==> src/rtl/inst_fetch_pkg.sv <==
// Shared constants for the instruction fetch unit: control-flow opcodes,
// cache geometry default, reset PC and the fetch FSM state type.
package inst_fetch_pkg;

    localparam int          ICACHE_IDX_BITS_DEF = 4;
    localparam logic [31:0] RESET_PC_DEF        = 32'h0000_0000;

    localparam logic [6:0] OPC_JAL    = 7'b1101111;
    localparam logic [6:0] OPC_JALR   = 7'b1100111;
    localparam logic [6:0] OPC_BRANCH = 7'b1100011;

    typedef enum logic [1:0] {
        ST_RUN,
        ST_MISS,
        ST_WAIT_REDIR
    } fetch_state_e;

    function automatic logic is_ctrl_flow(input logic [31:0] inst);
        return (inst[6:0] == OPC_JAL) || (inst[6:0] == OPC_JALR) ||
               (inst[6:0] == OPC_BRANCH);
    endfunction

endpackage

==> src/rtl/inst_fetch_icache.sv <==
// Direct-mapped instruction cache, one 32-bit word per line.
// Combinational lookup, synchronous fill, asynchronous clear of valid bits.
module icache_dm
    import inst_fetch_pkg::*;
#(
    parameter int IDX_BITS = ICACHE_IDX_BITS_DEF
) (
    input  logic        clk,
    input  logic        rst,
    input  logic [31:2] lookup_addr,
    output logic        hit,
    output logic [31:0] rd_data,
    input  logic        fill_en,
    input  logic [31:2] fill_addr,
    input  logic [31:0] fill_data
);

    localparam int LINES    = 1 << IDX_BITS;
    localparam int TAG_BITS = 30 - IDX_BITS;

    logic [LINES-1:0]    valid;
    logic [TAG_BITS-1:0] tag_mem  [LINES];
    logic [31:0]         data_mem [LINES];

    logic [IDX_BITS-1:0] lookup_idx;
    logic [IDX_BITS-1:0] fill_idx;

    assign lookup_idx = lookup_addr[IDX_BITS+1:2];
    assign fill_idx   = fill_addr[IDX_BITS+1:2];

    always_ff @(posedge clk or negedge rst) begin
        if (!rst) begin
            valid <= '0;
        end else if (fill_en) begin
            valid[fill_idx] <= 1'b1;
        end
    end

    // NOTE: tag/data arrays carry no reset; the valid bits alone decide
    // whether their contents mean anything, so they map onto plain RAM.
    always_ff @(posedge clk) begin
        if (fill_en) begin
            tag_mem[fill_idx]  <= fill_addr[31:IDX_BITS+2];
            data_mem[fill_idx] <= fill_data;
        end
    end

    assign hit     = valid[lookup_idx] && (tag_mem[lookup_idx] == lookup_addr[31:IDX_BITS+2]);
    assign rd_data = data_mem[lookup_idx];

endmodule

==> src/rtl/inst_fetch.sv <==
// Instruction fetch unit: presents PC/instruction to the decoder, refills
// cache misses over a word-wide request/response port, stalls on control flow.
module inst_fetch
    import inst_fetch_pkg::*;
#(
    parameter int          ICACHE_IDX_BITS = ICACHE_IDX_BITS_DEF,
    parameter logic [31:0] RESET_PC        = RESET_PC_DEF
) (
    input  logic        clk,
    input  logic        rst,
    input  logic        rdy,
    input  logic        need_inst,
    input  logic        clear_inst,
    input  logic [31:0] if_addr,
    input  logic        rob_clear,
    input  logic [31:0] rob_new_pc,
    output logic [31:0] PC,
    output logic [31:0] inst_in,
    output logic        instcache_ready_out,
    output logic        mem_req_valid,
    output logic [31:0] mem_req_addr,
    input  logic        mem_resp_valid,
    input  logic [31:0] mem_resp_data
);

    fetch_state_e state;
    logic [31:0]  fetch_pc;
    logic         take;
    logic         slot_free;
    logic         cache_hit;
    logic [31:0]  cache_data;
    logic         fill_en;

    assign take      = instcache_ready_out && need_inst;
    assign slot_free = !instcache_ready_out || take;
    assign fill_en   = rdy && (state == ST_MISS) && mem_resp_valid;

    icache_dm #(
        .IDX_BITS (ICACHE_IDX_BITS)
    ) u_icache (
        .clk         (clk),
        .rst         (rst),
        .lookup_addr (fetch_pc[31:2]),
        .hit         (cache_hit),
        .rd_data     (cache_data),
        .fill_en     (fill_en),
        .fill_addr   (mem_req_addr[31:2]),
        .fill_data   (mem_resp_data)
    );

    // NOTE: all state is updated with non-blocking assignments so every
    // branch below reads the pre-edge values, independent of statement order.
    always_ff @(posedge clk or negedge rst) begin
        if (!rst) begin
            state               <= ST_RUN;
            fetch_pc            <= RESET_PC;
            PC                  <= RESET_PC;
            inst_in             <= '0;
            instcache_ready_out <= 1'b0;
            mem_req_valid       <= 1'b0;
            mem_req_addr        <= '0;
        end else if (rdy) begin
            // A refill always completes into the cache, even if a redirect
            // has since moved fetch_pc elsewhere; RUN then re-looks up.
            if (state == ST_MISS && mem_resp_valid) begin
                mem_req_valid <= 1'b0;
                state         <= ST_RUN;
            end

            if (rob_clear || clear_inst) begin
                fetch_pc            <= rob_clear ? rob_new_pc : if_addr;
                instcache_ready_out <= 1'b0;
                if (state == ST_WAIT_REDIR) begin
                    state <= ST_RUN;
                end
            end else if (state == ST_RUN && slot_free) begin
                if (take && is_ctrl_flow(inst_in)) begin
                    // Control flow handed to the decoder: wait for its redirect.
                    instcache_ready_out <= 1'b0;
                    state               <= ST_WAIT_REDIR;
                end else if (cache_hit) begin
                    PC                  <= fetch_pc;
                    inst_in             <= cache_data;
                    instcache_ready_out <= 1'b1;
                    fetch_pc            <= fetch_pc + 32'd4;
                end else begin
                    instcache_ready_out <= 1'b0;
                    mem_req_valid       <= 1'b1;
                    mem_req_addr        <= {fetch_pc[31:2], 2'b00};
                    state               <= ST_MISS;
                end
            end
        end
    end

endmodule

==> config.mk <==
export PLATFORM = sky130hd
export DESIGN_NAME = inst_fetch
export DESIGN_NICKNAME = d
export VERILOG_FILES = /design/src/rtl/inst_fetch_pkg.sv /design/src/rtl/inst_fetch_icache.sv /design/src/rtl/inst_fetch.sv
export SDC_FILE = /design/constraint.sdc
export NUM_CORES = 1
export LEC_CHECK = 0
export CAP_MARGIN = 20
export CELL_PAD_IN_SITES_DETAIL_PLACEMENT = 1
export CELL_PAD_IN_SITES_GLOBAL_PLACEMENT = 1
export CORE_MARGIN = 10
export CORE_UTILIZATION = 25
export DETAILED_ROUTE_END_ITERATION = 16
export DONT_BUFFER_PORTS = 1
export PLACE_DENSITY = 0.49
export SLEW_MARGIN = 20
export SYNTH_ARGS = -nofsm -noshare
export SYNTH_HDL_FRONTEND = slang
export SYNTH_SLANG_ARGS = --single-unit
export TNS_END_PERCENT = 1
==> constraint.sdc <==
create_clock -name clk -period 7.9 [get_ports clk]
set_input_delay 1.58 -clock clk [delete_from_list [all_inputs] [get_ports clk]]
set_output_delay 1.58 -clock clk [all_outputs]
set_load 0.05 [all_outputs]
# After elaboration in Yosys (flattened, before gate mapping)
# Memories as Yosys holds them, arrays and structs flattened. A register that Yosys moved wholly into a read port is not among the register bits.
# Index checks and enable logic that the tools add are counted.
# op_classes
bitwise	4
multipliers	0
addsub	1
reduce_logical	21
order_cmp	3
n_mux	26
n_eq_ne	7
div	0
n_shift	0
# op_table
cell	n
$mux 32	5
$add 32x3->32 const B	1
$eq 26x26->1	1
$eq 7x7->1 const B	3
$or 16x16->16	1
$mux 1	13
$mux 2	6
$lt 4x5->1 const B	2
$reduce_and 5->1	2
$logic_and 1x1->1	8
$bmux 1 s4	1
$demux 1 s4	1
$ge 4x1->1 const B	1
$logic_or 1x1->1	4
$reduce_and 4->1	1
$reduce_bool 2->1	2
$not 1->1	3
$eq 2x1->1 const B	1
$eq 2x2->1 const B	1
$logic_not 1->1	2
$logic_not 2->1	1
$ne 2x2->1 const B	1
$reduce_and 2->1	1
# word_totals
in_bits	103
mem_bits_rw	928
register_bits	114
mem_count	2
output_inout_bits	98
romBits	0
latchBits	0
# memory_table
memory	depth	width	read_ports	rd_clocked_by_memory_dff	write_ports	line	source
u_icache.data_mem	16	32	1	1	1	inst_fetch_icache.sv:23	logic [31:0] data_mem [LINES];
u_icache.tag_mem	16	26	1	0	1	inst_fetch_icache.sv:22	logic [TAG_BITS-1:0] tag_mem [LINES];

# Logic depth before layout (Yosys ltp)
# Gate-level depths: netlist of run 1.
# depth
word_depth	7
mapped_depth	16
depth_no_buf	10

# By module
# Synthesis of run 1 repeated with hierarchy kept, for this count alone.
# unflattened
hier_cells	2061
hier_area_um2	42569.6
# by_module_without_submodules
mod	seq_area_each_um2	instances	cells_each	area_per_inst_um2
icache_dm	28267.1	1	1558	36521.3
inst_fetch	3253.1	1	503	6048.3

# Worst setup path before layout of run 1
# Ideal clock, no wire load.
# synth_timing
path_kind	input to register
from	input mem_resp_valid
to	register u_icache.valid[0]
slack_ns	1.113
cell_stages	5
setup_ns	0.089
arrival_ns	6.698
path_buffers	0
path_cell_list	nor2b_1 -> nand3_1 -> or3_1 -> nor3_1 -> or2_2
# synth_between
elab_chain_cells	1
# synth_lines
element	line	source
start, declared	inst_fetch.sv:22	input logic mem_resp_valid,
$logic_and 1x1->1	inst_fetch.sv:36	assign fill_en = rdy && (state == ST_MISS) && mem_resp_valid;
end signal, assigned	inst_fetch_icache.sv:33	valid <= '0;
end signal, assigned by index	inst_fetch_icache.sv:35	valid[fill_idx] <= 1'b1;
end, declared	inst_fetch_icache.sv:21	logic [LINES-1:0] valid;
# Every way passes these cells.
# A chain may end at the register's enable or synchronous reset.

# Worst setup path after layout of run 1
# layout_timing
from	register fetch_pc[3]
to	register PC[9]
# layout_between
elab_chain_cells	4
word_cells_on_any_way	6
cone_classes	1 x eq/ne; 2 x mux; 2 x reduce/logical; 1 x memory
# layout_lines
element	line	source
start, declared	inst_fetch.sv:27	logic [31:0] fetch_pc;
start signal, assigned	inst_fetch.sv:71	fetch_pc <= rob_clear ? rob_new_pc : if_addr;
start signal, assigned	inst_fetch.sv:85	fetch_pc <= fetch_pc + 32'd4;
$mem_v2 16x26 / $bmux 1 s4 (equally long branches)	-	
$eq 26x26->1 / $mux 1 (equally long branches)	inst_fetch_icache.sv:48	assign hit = valid[lookup_idx] && (tag_mem[lookup_idx] == lookup_addr[31:IDX_BITS+2]);
$logic_and 1x1->1 (*)	inst_fetch_icache.sv:48	
$reduce_and 5->1 (no source line) (*)	-	
end signal, assigned	inst_fetch.sv:82	PC <= fetch_pc;
end, declared	inst_fetch.sv:17	output logic [31:0] PC,
# Mark *: on every way between the ends. The rest lies on a longest branch, timed or not. The select of a mux whose other input is x is not followed.

==> impl_metrics.yaml, run 1 <==
outcome:
  status: "finished, final reports clean"
worst_setup_path:
  critPathCaptureType: "flop"
  crit_required_ns: 8.49
  cp-start-kind: "flop"
  setup.worst_path.class: "flop to flop"
  worstPathArrival_ns: 6.29
  reg2regPathDepth: 11
  crit_fanout: 47
place:
  routabilityCongestion: 0.798
  dp_hpwl_mm: 79.6
  portBuffers: 0
  placed_area_um2: 46000
floorplanning:
  core_area_um2: 172000
  die_area_um2: 189000
  die_width_um: 435
  ios: 201
  die_h_um: 435
  initial_core_util_pct: 25.1
  rows: 152
clock_network:
  holdBufCountCts: 0
  cts_inserted_buffers: 111
  cts.sink_count: 1074
  cts_htree_levels: 3
  clk_latency_ns: 0.73
  clk_pin_slew_ns: 0.06
  clock-root-buffer: "clkbuf_16"
  ctsResizeCount: 0
  cts_buffer_depth: 3
  cts_tree: "built"
  cts_setup_buffers: 0
drt:
  wire_per_inst_um: 28.3
  drcViolationCount: 0
  first_pass_iters: 5
  routed_wl_mm: 132
  num_vias: 21900
  via_per_inst: 4.70
  drt_first_iter_violations: 1796
  antenna_left: 0
synthesis:
  synth_edf_count: 928
  yosysSeqAreaShare_pct: 73.2
  synth_simple_gate_area_share_pct: 3.19
  syn_avg_cell_area_um2: 19.5
  synthXorXnorAreaFrac_pct: 0.447
  synth_mux_area_share_pct: 17.5
  synthDistinctLibCells: 71
  synth_top_family_by_area: "multiplexers"
  synth_seq_cells: 1074
  syn_inst: 2208
  synth_area_um2: 43100
  synth_compound_area_share_pct: 3.73
  ys_warn_count: 0
  synth_fa_ha_area_share_pct: 0.0290
  synth_flop_cell: "edfxtp_1"
  async_flop_share_pct: 13.6
grt:
  grt_max_degree: 147
  grt_usage_pct: 13.5
  overflow: 0
  grt_pass1_vias: 24000
  grt_antenna_before_repair: 5
  grt_pass1_wl_mm: 187
pwr:
  p_sw_mw: 3.71
  power_density_nw_per_um2: 282
  pwr-share-comb_pct: 12.9
  clkPwrFrac_pct: 37.8
  netSwitchingFraction_pct: 26.5
  p_leak_nw: 16.3
  seq_power_share_pct: 49.2
  p_int_mw: 10.3
  vdd_ir_drop_max_v: 0.000177
finish:
  synthToLayoutAreaGrowth_pct: 15.4
  fin_nets: 2365
  post-route-util_pct: 29.0
  antenna_cells: 0
  fillerInstances: 17600
  drive_above_1_share_pct: 26.7
  fin_area_um2: 49700
sta:
  grt_setup_unrepaired: "no"
  hold_viol: 0
  clock_skew_ns: 0.0506
  timing.final.crit_share_pct: 72.2
  max_freq_mhz: 175
  setup_tns_ns: 0
  worstMarginPinSlew_ns: 1.11
  fin_crit_ns: 5.70
  setup_viol: 0
  max_slew_margin_pct: 25.9
  slew_viol_final: 0
min_path:
  worstHoldPathCells: 1
  worstHoldPathType: "flop to flop"
run:
  timing.max_cap.violations: 0
per-layer routing:
layer	vias up	global-route usage (%)	share of wire, %
li1	9157	-	-
met1	12100	17.2	42
met2	530	23.1	50
met3	163	3.21	5.3
met4	0	3.25	2.3
met5	-	0	0
layout make-up:
class / count / area (um^2) / area share [%]
Sequential cell: 1074 / 31500 / 63.4
Multi-Input combinational cell: 973 / 10900 / 21.9
Clock buffer: 143 / 3070 / 6.17
Inverter: 25 / 96.3 / 0.194
Tap cell: 2310 / 2890 / 5.81
Clock inverter: 65 / 637 / 1.28
Timing Repair Buffer: 76 / 608 / 1.22
sequential cells by signal, indices dropped and copies added, names as in the netlist, 2 cells and up:
register	flops
PC	32
fetch_pc	32
inst_in	32
mem_req_addr	30
state	2
u_icache.data_mem	512
u_icache.tag_mem	416
u_icache.valid	16
power groups by stage:
stage	Combinational, mW	Clock [mW]	Sequential [mW]
after floorplan	1.18	0	6.96
after global placement	1.84	0	7.02
after detailed placement	1.86	0	7.04
after CTS	1.86	5.45	6.92
after global routing	1.95	5.69	6.94
final	1.82	5.31	6.91
stage by stage:
| step | hold slack [ns] | worst slack, ns | std cells | power [mW] |
|---|---|---|---|---|
| 5_1_grt | 0.484 | 1.82 | 4666 | 14.6 |
| 2_1_floorplan | 0.434 | 1.11 | 2209 | 8.13 |
| 3_3_place_gp | 0.446 | 2.12 | 4456 | 8.86 |
| 3_5_place_dp | 0.452 | 2.01 | 4458 | 8.90 |
| 6_report | 0.463 | 2.20 | 4666 | 14.0 |
| 4_1_cts | 0.467 | 2.02 | 4666 | 14.2 |
layout by cell type (no fill, tap or decap), drive strengths merged, types with 5 or more instances in the layout:
master,count
or2,19
bufinv,10
nand2b,9
a21o,5
dfrtp,146
mux2i,74
clkinv,51
a22o,9
o22ai,30
nand3,21
nand2,57
nor2,61
mux2,132
nor2b,11
a221oi,8
nor3,36
and2,8
a211oi,16
a22oi,18
and3,10
inv,25
nand4,12
nor4,12
xor2,5
a21oi,47
o2111ai,7
mux4,236
a31oi,5
o21ai,45
buf,76
a32oi,5
clkbuf,143
edfxtp,928
xnor2,17
critical path, cell delays in order (launching register included):
cell and delay (ns):
dfrtp_4 0.92, buf_4 0.61, mux4_2 0.57, mux2i_1 0.17, xnor2_1 0.09, mux2i_1 0.34
and4_1 0.41, nand3_1 0.18, nor4_4 0.52, and3_4 0.88, buf_4 0.44, mux2_1 0.37
final timing paths:
check | end | from | slack, ns
max in group asynchronous | fetch_pc[4] | rst | 6.32
min in group asynchronous | inst_in[30] | rst | 0.54
min | u_icache.valid[6] | u_icache.valid[6] | 0.46
min reg2reg | u_icache.valid[6] | u_icache.valid[6] | 0.46
max | PC[9] | fetch_pc[3] | 2.20
max reg2reg | PC[9] | fetch_pc[3] | 2.20
cell families (layout without fill, tap and decap cells):
kind of cell | Yosys count | count (layout)
multiplexers | 442 | 442
adder cells (fa/ha/maj) | 1 | 1
XOR/XNOR | 22 | 22
flip-flops | 1074 | 1074
buffers and inverters | 162 | 309
other | 1 | 2
AO/OA/AOI/OAI | 237 | 237
AND/OR/NAND/NOR | 269 | 269
cells in the mapped netlist (all sizes together), types with 21 or more instances:
cell type / count / area [um^2]
edfxtp: 928 / 27900
mux4: 236 / 5320
dfrtp: 146 / 3650
mux2: 132 / 1490
buf: 77 / 505
mux2i: 74 / 741
nor2: 61 / 229
clkbuf: 60 / 226
nand2: 57 / 214
a21oi: 47 / 235
o21ai: 45 / 225
nor3: 36 / 180
o22ai: 30 / 188
inv: 23 / 86.3
nand3: 21 / 105
Note: power is estimated with default switching activity, not from simulation.
==> run 2: changes to the inputs <==
- PLACE_DENSITY: 0.49 -> 0.5
- clock period: 7.9 -> 4.7 ns (I/O delays scaled with it)
==> run 2 against run 1 <==
Largest power group unchanged. First-iteration DRC count down 1.1%. Cell count up 0.96%. Global-route usage up 0.19 points. Non-clock buffer count up 50. Sequential share of layout area down 0.40 points. Maximum frequency up 30%. Design area up 0.62%. Largest cell class unchanged. Highest routed layer is now met5. Wire length up 1.7%.
==> impl_metrics.yaml, run 2 (synthesis gave the netlist of run 1 again) <==
min_path:
  worstHoldPathType: "input port to async pin"
sta:
  slew_viol_final: 0
  fin_crit_ns: 4.40
  worstMarginPinSlew_ns: 1.10
  setup_tns_ns: 0
  max_slew_margin_pct: 26.4
  timing.final.crit_share_pct: 93.6
  hold_slack_ns: 0.0758
  setup_viol: 0
  grt_setup_unrepaired: "no"
  max_freq_mhz: 227
  clock_skew_ns: 0.0439
  hold_viol: 0
grt:
  grt_pass1_wl_mm: 188
  grt_pass1_vias: 23900
  grt_usage_pct: 13.7
  grt_antenna_before_repair: 4
  grt_max_degree: 147
  overflow: 0
floorplanning:
  die_h_um: 435
  initial_core_util_pct: 25.1
  rows: 152
  die_area_um2: 189000
  die_width_um: 435
  ios: 201
  core_area_um2: 172000
place:
  routabilityCongestion: 0.833
  dp_hpwl_mm: 81.5
  portBuffers: 0
finish:
  reg_top3: "u_icache.data_mem x512, u_icache.tag_mem x416"
  fillerInstances: 17600
  final_cell_mix: "edfxtp_1, mux4_2, dfrtp_1"
  final_common_cell: "edfxtp_1"
  top_register: "u_icache.data_mem"
  multi_input_area_um2: 10900
  fin_nets: 2413
  final-seq-area_um2: 31500
  largest_reg_flops: 512
  synthToLayoutAreaGrowth_pct: 16.1
  drive_above_1_share_pct: 27.1
clock_network:
  cts.sink_count: 1074
  clk_pin_slew_ns: 0.07
  clock-root-buffer: "clkbuf_16"
  cts_buffer_depth: 3
  cts_tree: "built"
  clk_latency_ns: 0.73
  cts_inserted_buffers: 109
  cts_htree_levels: 3
  cts_setup_buffers: 0
worst_setup_path:
  crit_slowest_cell: "dfrtp_4"
  crit_required_ns: 5.26
  cp-start-kind: "flop"
  cp_cell_sequence: "buf_12 > buf_12 > mux4_2 > mux2i_1 > nor3_1 > a31oi_1 > or3_1 > nor4_4 > buf_4 > nor4_4 > buf_4 > mux2_2"
  crit_buf_inv: 4
  crit_fanout: 29
  r2r_setup_slack_ns: 0.30
  max_stage_delay_ns: 0.77
  cp_top_family: "multiplexers"
  r2r-start: "fetch_pc[2]"
  reg2regPathDepth: 12
  critPathCaptureType: "flop"
  setup.worst_path.class: "flop to flop"
  worstPathArrival_ns: 4.96
  r2r-end: "mem_req_addr[13]"
drt:
  num_vias: 22300
  first_pass_iters: 5
  routed_wl_mm: 134
  antenna_left: 0
  drt_first_iter_violations: 1777
  wire_per_inst_um: 28.5
  via_per_inst: 4.73
  drcViolationCount: 0
pwr:
  power_density_nw_per_um2: 466
  vdd_ir_drop_max_v: 0.000286
  p_leak_nw: 16.4
run:
  timing.max_cap.violations: 0
outcome:
  status: "finished, final reports clean"
==> run 2: cell count changes in the layout (fill, tap and decap cells not counted), sizes merged <==
cell      change
buf          +50
clkbuf       +25
clkinv       -24
bufinv        -5
clkinvlp      -3
diode         +2
==> run 2: stage by stage <==
| step | instances | utilization [%] | setup WS [ns] | power, mW | instance area, um^2 |
|---|---|---|---|---|---|
| 6_report | 4711 | 29.2 | 0.300 | 23.3 | 50000 |
| 5_1_grt | 4710 | 29.2 | 0.0206 | 24.2 | 50000 |
| 4_1_cts | 4707 | 29.1 | 0.157 | 23.6 | 50000 |
| 3_5_place_dp | 4505 | 27.1 | 0.203 | 15.1 | 46500 |
| 3_3_place_gp | 4505 | 27.1 | 0.244 | 15.0 | 46500 |
| 2_1_floorplan | 2209 | - | -1.31 | 13.7 | 43100 |
==> run 2: power breakdown <==
group / total [mW] / switching [mW] / internal, mW
logic: 3.23 / 1.89 / 1.34
registers: 11.6 / 0.687 / 10.9
clock network: 8.47 / 3.68 / 4.79
total: 23.3 / 6.26 / 17.1
==> run 2: worst max path at each step <==
stage / start / end / cells past startpoint / slack, ns
after floorplan: mem_resp_valid / u_icache.valid[12] / 5 / -1.31
after global placement: fetch_pc[3] / fetch_pc[30] / 12 / 0.24
after detailed placement: fetch_pc[3] / fetch_pc[30] / 11 / 0.20
after CTS: fetch_pc[3] / fetch_pc[30] / 11 / 0.16
after global routing: fetch_pc[2] / fetch_pc[30] / 14 / 0.02
final: fetch_pc[2] / mem_req_addr[13] / 12 / 0.30
==> run 2: area by class of cell <==
type,instances,area share [%]
antenna,2,0.0100
timing repair buffer,126,2.32
tap,2310,5.78
clock buffer,168,6.16
inverter,25,0.193
sequential,1074,63.0
multi-input combinational,973,21.7
clock inverter,33,0.760
==> run 2: per-layer routing <==
metal / vias up / track usage, % / share of wire [%]
met5: - / 0 / 0.020
met1: 12200 / 16.7 / 40
li1: 9241 / - / -
met2: 618 / 24.1 / 51
met3: 199 / 3.64 / 6.4
met4: 4 / 3.17 / 2.3
==> run 2: repair_timing <==
action,in CTS,in global routing
gates resized for setup,0,2
hold endpoints to repair,146,0
hold buffers,1,0
setup endpoints to repair,0,1
==> run 2: worst register-to-register path, stage by stage, from the launching register on <==
cell and delay (ns):
dfrtp_4 0.77, buf_12 0.31, buf_12 0.20, mux4_2 0.52, mux2i_1 0.60, nor3_1 0.14, a31oi_1 0.29, or3_1 0.23
nor4_4 0.06, buf_4 0.18, nor4_4 0.15, buf_4 0.38, mux2_2 0.42
